<file path="config.mk">
export PLATFORM = sky130hd
export DESIGN_NAME = ulpi_phy_responder
export DESIGN_NICKNAME = d
export VERILOG_FILES = /design/src/rtl/ulpi_phy_pkg.sv /design/src/rtl/ulpi_phy_regfile.sv /design/src/rtl/ulpi_phy_responder.sv
export SDC_FILE = /design/constraint.sdc
export NUM_CORES = 1
export LEC_CHECK = 0
export BUFFER_PORTS_ARGS = -buffer_cell sky130_fd_sc_hd__buf_2
export CORE_UTILIZATION = 50
export CTS_CLUSTER_SIZE = 24
export DETAILED_ROUTE_END_ITERATION = 6
export PLACE_DENSITY = 0.82
export RECOVER_POWER = 50
export REMOVE_ABC_BUFFERS = 1
export SYNTH_ARGS = -nofsm -noshare
export SYNTH_HDL_FRONTEND = slang
export SYNTH_HIERARCHICAL = 1
export SYNTH_SLANG_ARGS = --single-unit
</file>
<file path="constraint.sdc">
create_clock -name CLK_60M -period 2.37 [get_ports CLK_60M]
set_input_delay 0.3555 -clock CLK_60M [delete_from_list [all_inputs] [get_ports CLK_60M]]
set_output_delay 0.3555 -clock CLK_60M [all_outputs]
set_load 0.1 [all_outputs]
</file>
<file path="src/rtl/ulpi_phy_pkg.sv">
// Shared types and constants for the ULPI PHY-side register/RXCMD responder.
package ulpi_phy_pkg;

   typedef enum logic [3:0] {
      ST_IDLE,
      ST_CMD_ACK,
      ST_WR_DATA,
      ST_WR_STP,
      ST_RD_TA1,
      ST_RD_DATA,
      ST_RX_TA1,
      ST_RX_DATA,
      ST_TA_BACK
   } state_t;

   typedef enum logic [1:0] {
      OP_WRITE,
      OP_SET,
      OP_CLEAR,
      OP_NONE
   } reg_op_t;

   localparam logic [1:0] TXCMD_REGW = 2'b10;
   localparam logic [1:0] TXCMD_REGR = 2'b11;

   localparam logic [5:0] ADDR_FUNC_WR  = 6'h04;
   localparam logic [5:0] ADDR_FUNC_SET = 6'h05;
   localparam logic [5:0] ADDR_FUNC_CLR = 6'h06;
   localparam logic [5:0] ADDR_OTG_WR   = 6'h0A;
   localparam logic [5:0] ADDR_OTG_SET  = 6'h0B;
   localparam logic [5:0] ADDR_OTG_CLR  = 6'h0C;
   localparam logic [5:0] ADDR_SCR_WR   = 6'h16;
   localparam logic [5:0] ADDR_SCR_SET  = 6'h17;
   localparam logic [5:0] ADDR_SCR_CLR  = 6'h18;
   localparam logic [5:0] ADDR_EXT      = 6'h2F;

   localparam logic [7:0] FUNC_CTRL_RST = 8'h41;
   localparam logic [7:0] OTG_CTRL_RST  = 8'h06;
   localparam logic [7:0] SCRATCH_RST   = 8'h00;

   localparam int FUNC_RESET_BIT = 5;

   function automatic logic [7:0] apply_op(input logic [7:0] cur, input logic [7:0] data,
                                           input reg_op_t op);
      case (op)
         OP_WRITE: return data;
         OP_SET:   return cur | data;
         OP_CLEAR: return cur & ~data;
         default:  return cur;
      endcase
   endfunction

endpackage

</file>
<file path="src/rtl/ulpi_phy_regfile.sv">
// ULPI PHY register file: ID bytes, FUNC_CTRL/OTG_CTRL/SCRATCH with write/set/clear aliases.
module ulpi_phy_regfile
   import ulpi_phy_pkg::*;
#(
   parameter logic [15:0] VID = 16'h0424,
   parameter logic [15:0] PID = 16'h0009
) (
   input  logic       clk_sys,
   input  logic       rst_b,
   input  logic [5:0] addr,
   input  logic [7:0] wdata,
   input  logic       commit,
   output logic [7:0] rdata,
   output logic       wr_hit,
   output logic [7:0] func_ctrl,
   output logic [7:0] otg_ctrl
);

   logic [7:0] scratch;
   logic       sel_func;
   logic       sel_otg;
   logic       sel_scr;
   reg_op_t    op;

   always_comb begin
      sel_func = 1'b0;
      sel_otg  = 1'b0;
      sel_scr  = 1'b0;
      op       = OP_NONE;
      rdata    = 8'h00;
      case (addr)
         6'h00:         rdata = VID[7:0];
         6'h01:         rdata = VID[15:8];
         6'h02:         rdata = PID[7:0];
         6'h03:         rdata = PID[15:8];
         ADDR_FUNC_WR:  begin sel_func = 1'b1; op = OP_WRITE; rdata = func_ctrl; end
         ADDR_FUNC_SET: begin sel_func = 1'b1; op = OP_SET;   rdata = func_ctrl; end
         ADDR_FUNC_CLR: begin sel_func = 1'b1; op = OP_CLEAR; rdata = func_ctrl; end
         ADDR_OTG_WR:   begin sel_otg  = 1'b1; op = OP_WRITE; rdata = otg_ctrl;  end
         ADDR_OTG_SET:  begin sel_otg  = 1'b1; op = OP_SET;   rdata = otg_ctrl;  end
         ADDR_OTG_CLR:  begin sel_otg  = 1'b1; op = OP_CLEAR; rdata = otg_ctrl;  end
         ADDR_SCR_WR:   begin sel_scr  = 1'b1; op = OP_WRITE; rdata = scratch;   end
         ADDR_SCR_SET:  begin sel_scr  = 1'b1; op = OP_SET;   rdata = scratch;   end
         ADDR_SCR_CLR:  begin sel_scr  = 1'b1; op = OP_CLEAR; rdata = scratch;   end
         // Extended address reads as unmapped.
         ADDR_EXT:      rdata = 8'h00;
         default:       rdata = 8'h00;
      endcase
      wr_hit = sel_func | sel_otg | sel_scr;
   end

   always_ff @(posedge clk_sys) begin
      if (!rst_b) begin
         func_ctrl <= FUNC_CTRL_RST;
         otg_ctrl  <= OTG_CTRL_RST;
         scratch   <= SCRATCH_RST;
      end else begin
         // Reset bit lives for one cycle; a commit in the same cycle overrides the clear.
         func_ctrl[FUNC_RESET_BIT] <= 1'b0;
         if (commit && sel_func) func_ctrl <= apply_op(func_ctrl, wdata, op);
         if (commit && sel_otg)  otg_ctrl  <= apply_op(otg_ctrl, wdata, op);
         if (commit && sel_scr)  scratch   <= apply_op(scratch, wdata, op);
      end
   end

endmodule

</file>
<file path="src/rtl/ulpi_phy_responder.sv">
// PHY-side ULPI responder: TXCMD register read/write handshake and RXCMD injection.
//  state      | meaning
//  IDLE       | link owns bus, waiting for TXCMD or RXCMD request
//  CMD_ACK    | NXT high, TXCMD accepted
//  WR_DATA    | NXT high, write data sampled
//  WR_STP     | waiting for STP to commit the write
//  RD_TA1     | turnaround to PHY for read data
//  RD_DATA    | read data on bus
//  RX_TA1     | turnaround to PHY for RXCMD
//  RX_DATA    | RXCMD byte on bus, ACK pulse
//  TA_BACK    | turnaround back to link
module ulpi_phy_responder
   import ulpi_phy_pkg::*;
#(
   parameter logic [15:0] VID = 16'h0424,
   parameter logic [15:0] PID = 16'h0009
) (
   input  logic       CLK_60M,
   input  logic       NRST_A_USB,
   input  logic [7:0] ULPI_DATA_I,
   output logic [7:0] ULPI_DATA_O,
   output logic       ULPI_DATA_OE,
   output logic       ULPI_DIR,
   output logic       ULPI_NXT,
   input  logic       ULPI_STP,
   input  logic       RXCMD_REQ,
   input  logic [7:0] RXCMD_VAL,
   output logic       RXCMD_ACK,
   output logic [7:0] FUNC_CTRL_O,
   output logic [7:0] OTG_CTRL_O,
   output logic       REG_WR_STB,
   output logic [5:0] REG_WR_ADDR
);

   state_t     state;
   state_t     state_nxt;
   logic [5:0] addr_q;
   logic       is_wr;
   logic [7:0] wdata_q;
   logic [7:0] rx_byte;
   logic [7:0] rd_data;
   logic       wr_hit;
   logic       commit;
   logic       txcmd_valid;

   assign txcmd_valid = (ULPI_DATA_I[7:6] == TXCMD_REGW) || (ULPI_DATA_I[7:6] == TXCMD_REGR);
   assign commit      = (state == ST_WR_STP) && ULPI_STP;

   ulpi_phy_regfile #(.VID(VID), .PID(PID)) u_regfile (
      .clk_sys   (CLK_60M),
      .rst_b     (NRST_A_USB),
      .addr      (addr_q),
      .wdata     (wdata_q),
      .commit    (commit),
      .rdata     (rd_data),
      .wr_hit    (wr_hit),
      .func_ctrl (FUNC_CTRL_O),
      .otg_ctrl  (OTG_CTRL_O)
   );

   always_comb begin
      state_nxt = state;
      case (state)
         ST_IDLE: begin
            if (txcmd_valid)    state_nxt = ST_CMD_ACK;
            else if (RXCMD_REQ) state_nxt = ST_RX_TA1;
         end
         ST_CMD_ACK: begin
            if (ULPI_STP)   state_nxt = ST_IDLE;
            else if (is_wr) state_nxt = ST_WR_DATA;
            else            state_nxt = ST_RD_TA1;
         end
         ST_WR_DATA: state_nxt = ULPI_STP ? ST_IDLE : ST_WR_STP;
         ST_WR_STP:  state_nxt = ST_IDLE;
         ST_RD_TA1:  state_nxt = ST_RD_DATA;
         ST_RD_DATA: state_nxt = ST_TA_BACK;
         ST_RX_TA1:  state_nxt = ST_RX_DATA;
         ST_RX_DATA: state_nxt = ST_TA_BACK;
         ST_TA_BACK: state_nxt = ST_IDLE;
         default:    state_nxt = ST_IDLE;
      endcase
   end

   // Bus outputs are registered decodes of the next state, so they track the state register exactly.
   always_ff @(posedge CLK_60M) begin
      if (!NRST_A_USB) begin
         state        <= ST_IDLE;
         addr_q       <= 6'd0;
         is_wr        <= 1'b0;
         wdata_q      <= 8'h00;
         rx_byte      <= 8'h00;
         ULPI_DATA_O  <= 8'h00;
         ULPI_DATA_OE <= 1'b0;
         ULPI_DIR     <= 1'b0;
         ULPI_NXT     <= 1'b0;
         RXCMD_ACK    <= 1'b0;
         REG_WR_STB   <= 1'b0;
         REG_WR_ADDR  <= 6'd0;
      end else begin
         state <= state_nxt;
         if (state == ST_IDLE && txcmd_valid) begin
            addr_q <= ULPI_DATA_I[5:0];
            is_wr  <= (ULPI_DATA_I[7:6] == TXCMD_REGW);
         end else if (state == ST_IDLE && RXCMD_REQ) begin
            rx_byte <= RXCMD_VAL;
         end
         if (state == ST_WR_DATA) wdata_q <= ULPI_DATA_I;
         REG_WR_STB <= commit && wr_hit;
         if (commit && wr_hit) REG_WR_ADDR <= addr_q;
         ULPI_NXT     <= (state_nxt == ST_CMD_ACK) || (state_nxt == ST_WR_DATA);
         ULPI_DIR     <= (state_nxt == ST_RD_TA1) || (state_nxt == ST_RD_DATA) ||
                         (state_nxt == ST_RX_TA1) || (state_nxt == ST_RX_DATA);
         ULPI_DATA_OE <= (state_nxt == ST_RD_DATA) || (state_nxt == ST_RX_DATA);
         RXCMD_ACK    <= (state_nxt == ST_RX_DATA);
         if (state_nxt == ST_RD_DATA)      ULPI_DATA_O <= rd_data;
         else if (state_nxt == ST_RX_DATA) ULPI_DATA_O <= rx_byte;
         else                              ULPI_DATA_O <= 8'h00;
      end
   end

endmodule

</file>
* Word level (Yosys, flattened, before mapping)
Index checks and enable logic that the tools add are counted.
Storage, ports and cells: output and inout port bits 35, flip-flop bits (word level) 70
Operators by class: eq/ne operators 28, reduce and logical (&&, ||, !) cells 29, multiplexer cells 16, bitwise operators 10
Operators with widths (count):
- one-hot mux 8 bit (3 select lines) | 3
- one-hot mux 8 bit (6 select lines) | 1
- == test 4 x 3 -> 1 bit, second input constant | 8
- AND 8 bit | 3
- bitwise OR 8 bit | 3
- one-hot mux 4 bit (6 select lines) | 1
- == test 6 x 3 -> 1 bit, second input constant | 3
- == test 6 x 4 -> 1 bit, second input constant | 3
- == test 6 x 5 -> 1 bit, second input constant | 3
- OR reduction 3 bit | 6
- 2-to-1 mux 8 bit | 2
- == test 4 x 2 -> 1 bit, second input constant | 3
- AND reduction 2 bit | 5
- == test 4 x 1 -> 1 bit, second input constant | 2
- 2-to-1 mux 4 bit | 2
- inverter 8 bit | 1
- logical AND 1 bit | 7
- == test 2 bit, second input constant | 3
- == test 6 x 1 -> 1 bit, second input constant | 1
- == test 6 x 2 -> 1 bit, second input constant | 1
- zero test 6 bit | 1
- logical OR 1 bit | 6
- 2-to-1 mux 3 bit | 2
- one-hot mux 2 bit (3 select lines) | 1
- other kinds (9) | 12

* Depth between registers and ports, before layout
word-level depth 8, gate-level depth with buffers 12

* Hierarchy
The synthesis kept the hierarchy.
Modules (own cells, without submodules):
- ulpi_phy_responder | times used 1, seq. area each 920.9 um2, cells each 209, area each 1904.3 um2
- ulpi_phy_regfile | times used 1, seq. area each 480.5 um2, cells each 208, area each 1630.3 um2

* Worst setup path before layout
No wires, ideal clock.
kind register to register, from register addr_q[0], to register REG_WR_ADDR[0], clock period less this slack 2.453 ns, data arrival time 2.333 ns, stages on the path, launching flop included 10, path slack -0.083 ns, cell sequence dfxtp_1 -> buf_2 -> or4b_1 -> a21oi_2 -> buf_2 -> or3_1 -> inv_1 -> nor4_4 -> mux2i_1 -> nor2b_1
On the way: word-level cells in the longest chain between the ends 6, elaborated cells on any way between the ends 18, those cells by class eq/ne: 9; mux: 3; bitwise: 2; reduce/logical: 4
Ends and longest elaborated chain:
- from (decl) | line ulpi_phy_responder.sv:37 | logic [5:0] addr_q;
- from (signal assigned) | line ulpi_phy_responder.sv:102 | addr_q <= ULPI_DATA_I[5:0];
- == test 6 x 3 -> 1 bit or == test 6 x 4 -> 1 bit (tied branches) | line ulpi_phy_regfile.sv:31 | case (addr)
- OR reduction 3 bit (no source line)
- 2-to-1 mux 1 bit | line ulpi_phy_regfile.sv:31
- bitwise OR 1 bit | line ulpi_phy_regfile.sv:49 | wr_hit = sel_func | sel_otg | sel_scr;
- bitwise OR 1 bit * | line ulpi_phy_regfile.sv:49
- named net wr_hit | line ulpi_phy_responder.sv:42 | logic wr_hit;
- logical AND 1 bit * | line ulpi_phy_responder.sv:109 | if (commit && wr_hit) REG_WR_ADDR <= addr_q;
- to (signal assigned) | line ulpi_phy_responder.sv:109
- to (decl) | line ulpi_phy_responder.sv:32 | output logic [5:0] REG_WR_ADDR
The timed path passes the listed nets; every way through them passes the cells marked *. A chain may end at the register's enable or synchronous reset.

* Worst setup path in the final report
from register addr_q[3], to register u_regfile.scratch[2]
On the way: word-level cells in the longest chain between the ends 6, elaborated cells on any way between the ends 22, those cells by class eq/ne: 11; mux: 3; reduce/logical: 8
Ends and longest elaborated chain:
- == test 6 x 3 -> 1 bit, or another cell as far along | line ulpi_phy_regfile.sv:31
- OR reduction 3 bit (no source line)
- one-hot mux 2 bit (3 select lines) | line ulpi_phy_regfile.sv:31
- == test 2 x 1 -> 1 bit, or another cell as far along | line ulpi_phy_pkg.sv:45 | case (op)
- nonzero test 3 bit (no source line)
- AND reduction 2 bit (no source line)
- to (signal assigned) | line ulpi_phy_regfile.sv:62 | if (commit && sel_scr) scratch <= apply_op(scratch, wdata, op);
- to (decl) | line ulpi_phy_regfile.sv:19 | logic [7:0] scratch;
Parallel ways exist; a longest one is shown, timed or not.

==> flow_summary.ini <==
[sta]
hold_viol_final = 0
tns_ns = 0
tightest_slew_ns = 1.204
finalSetupViolCount = 0
rsz0062_at_grt = yes
max_slew_margin_pct = 20.09
report.final.slew_viol_count = 0
period_needed_ns = 2.330
max_freq_mhz = 429.2
fin_skew_ns = 0.01333
post-route-period-util_pct = 98.30

[synthesis]
synth_enable_flop_cells = 0
syn_avg_cell_area_um2 = 8.476
synth_commonest_cells = dfxtp_1 (70), nand2_1 (59), nor2b_1 (27)
yosys.area.top_type = dfxtp_1
dominantRegCellSynth = dfxtp_1
ys_ff_latch = 70
syn_area_um2 = 3535
async_flop_share_pct = 0
synth_top_area_share_pct = 39.65
synthDistinctLibCells = 63
synth_area_leaders = dfxtp_1 (40%), nand2_1 (6.3%), nor2b_1 (4.8%), mux2i_1 (3.7%), o211ai_1 (3.4%)
syn_inst = 417
yosys_warnings = 6
seq_area_frac_synth_pct = 39.65
yosysMostFrequentCell = dfxtp_1

[global_routing]
antenna_found_initial = 0
grt_pass1_vias = 3084
grt_pass1_wl_mm = 14.81
grt_max_degree = 43
grtUsageTotal_pct = 25.57
overflow = 0

[final_layout]
finalInstanceArea_um2 = 4441
layout.nets = 520
seq_area_um2 = 1406
utilization_pct = 65.36
final_layout_size_suffix_gt1_share_pct = 23.71
n_fill_cell = 577
area_growth_pct = 25.63
diodes = 0
fin_cells = 598
multi_input_area_um2 = 2056

[setup_path]
crit_arrival_ns = 2.57
cp_max_fo = 12
cp.required_ns = 2.61
cp_common_cell = buf_6
cp.depth = 11
slowest_delay_ns = 0.32
critPathKind = reg2reg
cpMaxStageDelayCell = dfxtp_2
reg2reg_depth = 11
cp_num_buf_inv = 3
start_kind = flop
crit_chain = buf_6 -> nand2b_4 -> nor2_4 -> a21oi_2 -> nor3_2 -> inv_2 -> buf_6 -> ha_4 -> o21a_1 -> and2b_2 -> a32o_1
cp_top_family = simple AND/OR/NAND/NOR gates
cp-end-kind = flop

[min_path]
holdPathStages = 3
hp-class = in2reg

[power_and_ir_drop]
irDropWorstVdd_mv = 0.3882
finalPower_uw = 2744
p_per_area_nw_per_um2 = 617.9
power_leakage_uw = 0.001650

[placed_design]
dpl-instance-area_um2 = 4030
dp_cells = 571
routabilityCongestion = 0.9390
dp_hpwl_mm = 6.389
io_buffers = 54

[drt]
routedWlPerCell_um = 16.03
drt_iter0_drc = 242
drc = 0
antenna_left = 0
wl_mm = 9.588
vias = 3463
viasPerCell = 5.791
first_pass_iters = 5

[floorplanning]
coreArea_um2 = 6794
dieArea_um2 = 7410
io_pins = 55
rows = 30
fp.dieW_um = 86.08
die_h_um = 86.08
floorplan.initialDensity_pct = 52.03

[clock_tree]
cts_max_level = 3
clockRootBuffer = clkbuf_8
cts_sinks = 70
clockBufferDepth = 2
cts_tree = built
clk_latency_ns = 0.35
numCtsBuffers = 9
clkTransAtPathRegs_ns = 0.09

[outcome]
status = finished, final reports clean

[run]
cap_violations = 0
[stage by stage]
step,setup WS [ns],hold WS [ns]
after CTS,-0.01596,0.2499
final,0.04027,0.2468
after detailed placement,-0.06339,0.4586
after floorplan,-0.1689,0.4355
after global placement,0.002772,0.4474
after global routing,-0.06439,0.2623
[state kept, by name (all words and copies together) (netlist names), 6 cells and up]
register and flops:
u_regfile/func_ctrl 8, ULPI_DATA_O 8, u_regfile/otg_ctrl 8, REG_WR_ADDR 6, u_regfile/scratch 8, addr_q 6
wdata_q 8, rx_byte 8
[what timing repair did]
item	4_1_cts	5_1_grt
buffers inserted	0	12
cloned	0	0
gates resized for setup	4	39
pin swaps	0	24
setup endpoints to repair	18	30
hold buffers	0	0
[power by group]
group	internal (uW)	switching, uW
sequential	1210	45.3
clock	487	480
combinational	198	318
total	1900	844
[worst min-delay path, cell delays in order]
cell	delay (ns)
buf_2	0.09
nand2_1	0.04
a21boi_0	0.07
[final cells by class]
cell class / count / share of cell area (%)
multi-input cells: 298 / 46.29
clock inverters: 7 / 1.634
repair buffers: 100 / 13.38
well taps: 96 / 2.705
flip-flops and latches: 70 / 31.67
clock buffers: 9 / 2.790
inverters: 18 / 1.522
[layout by cell type, fill, tap and decap left out, types with 15 or more instances in the layout]
cell	synthesis	layout
a21boi_0	15	16
a21oi_1	20	15
buf_2	14	19
buf_4	1	38
clkbuf_1	12	36
dfxtp_1	70	66
inv_1	18	16
nand2_1	59	58
nor2b_1	27	26
o211ai_1	16	16
[per-layer routing]
| metal | share of wire [%] | global-route usage, % |
|---|---|---|
| met5 | 0 | 0 |
| met4 | 2.8 | 13.94 |
| met3 | 6.5 | 3.272 |
| met2 | 47 | 41.13 |
| met1 | 44 | 33.31 |
[final timing paths]
kind / start / end / slack, ns
max reg2reg: addr_q[3]$_SDFFE_PN0P_ / u_regfile/scratch[2]$_SDFFE_PN0P_ / 0.04
min reg2reg: rx_byte[6]$_SDFFE_PN0P_ / rx_byte[6]$_SDFFE_PN0P_ / 0.47
max: addr_q[3]$_SDFFE_PN0P_ / u_regfile/scratch[2]$_SDFFE_PN0P_ / 0.04
min: RXCMD_VAL[3] / rx_byte[3]$_SDFFE_PN0P_ / 0.25
[logic make-up (layout without fill, tap and decap cells)]
family	count (synthesis)	count (layout)	synth area share [%]
fa+ha+maj	3	3	1.062
compound gates	124	124	25.38
buf+inv	49	134	6.372
xor+xnor	1	1	0.2478
flops	70	70	39.65
simple gates	157	157	23.61
mux	13	13	3.681
(Power assumes the default switching activity.)
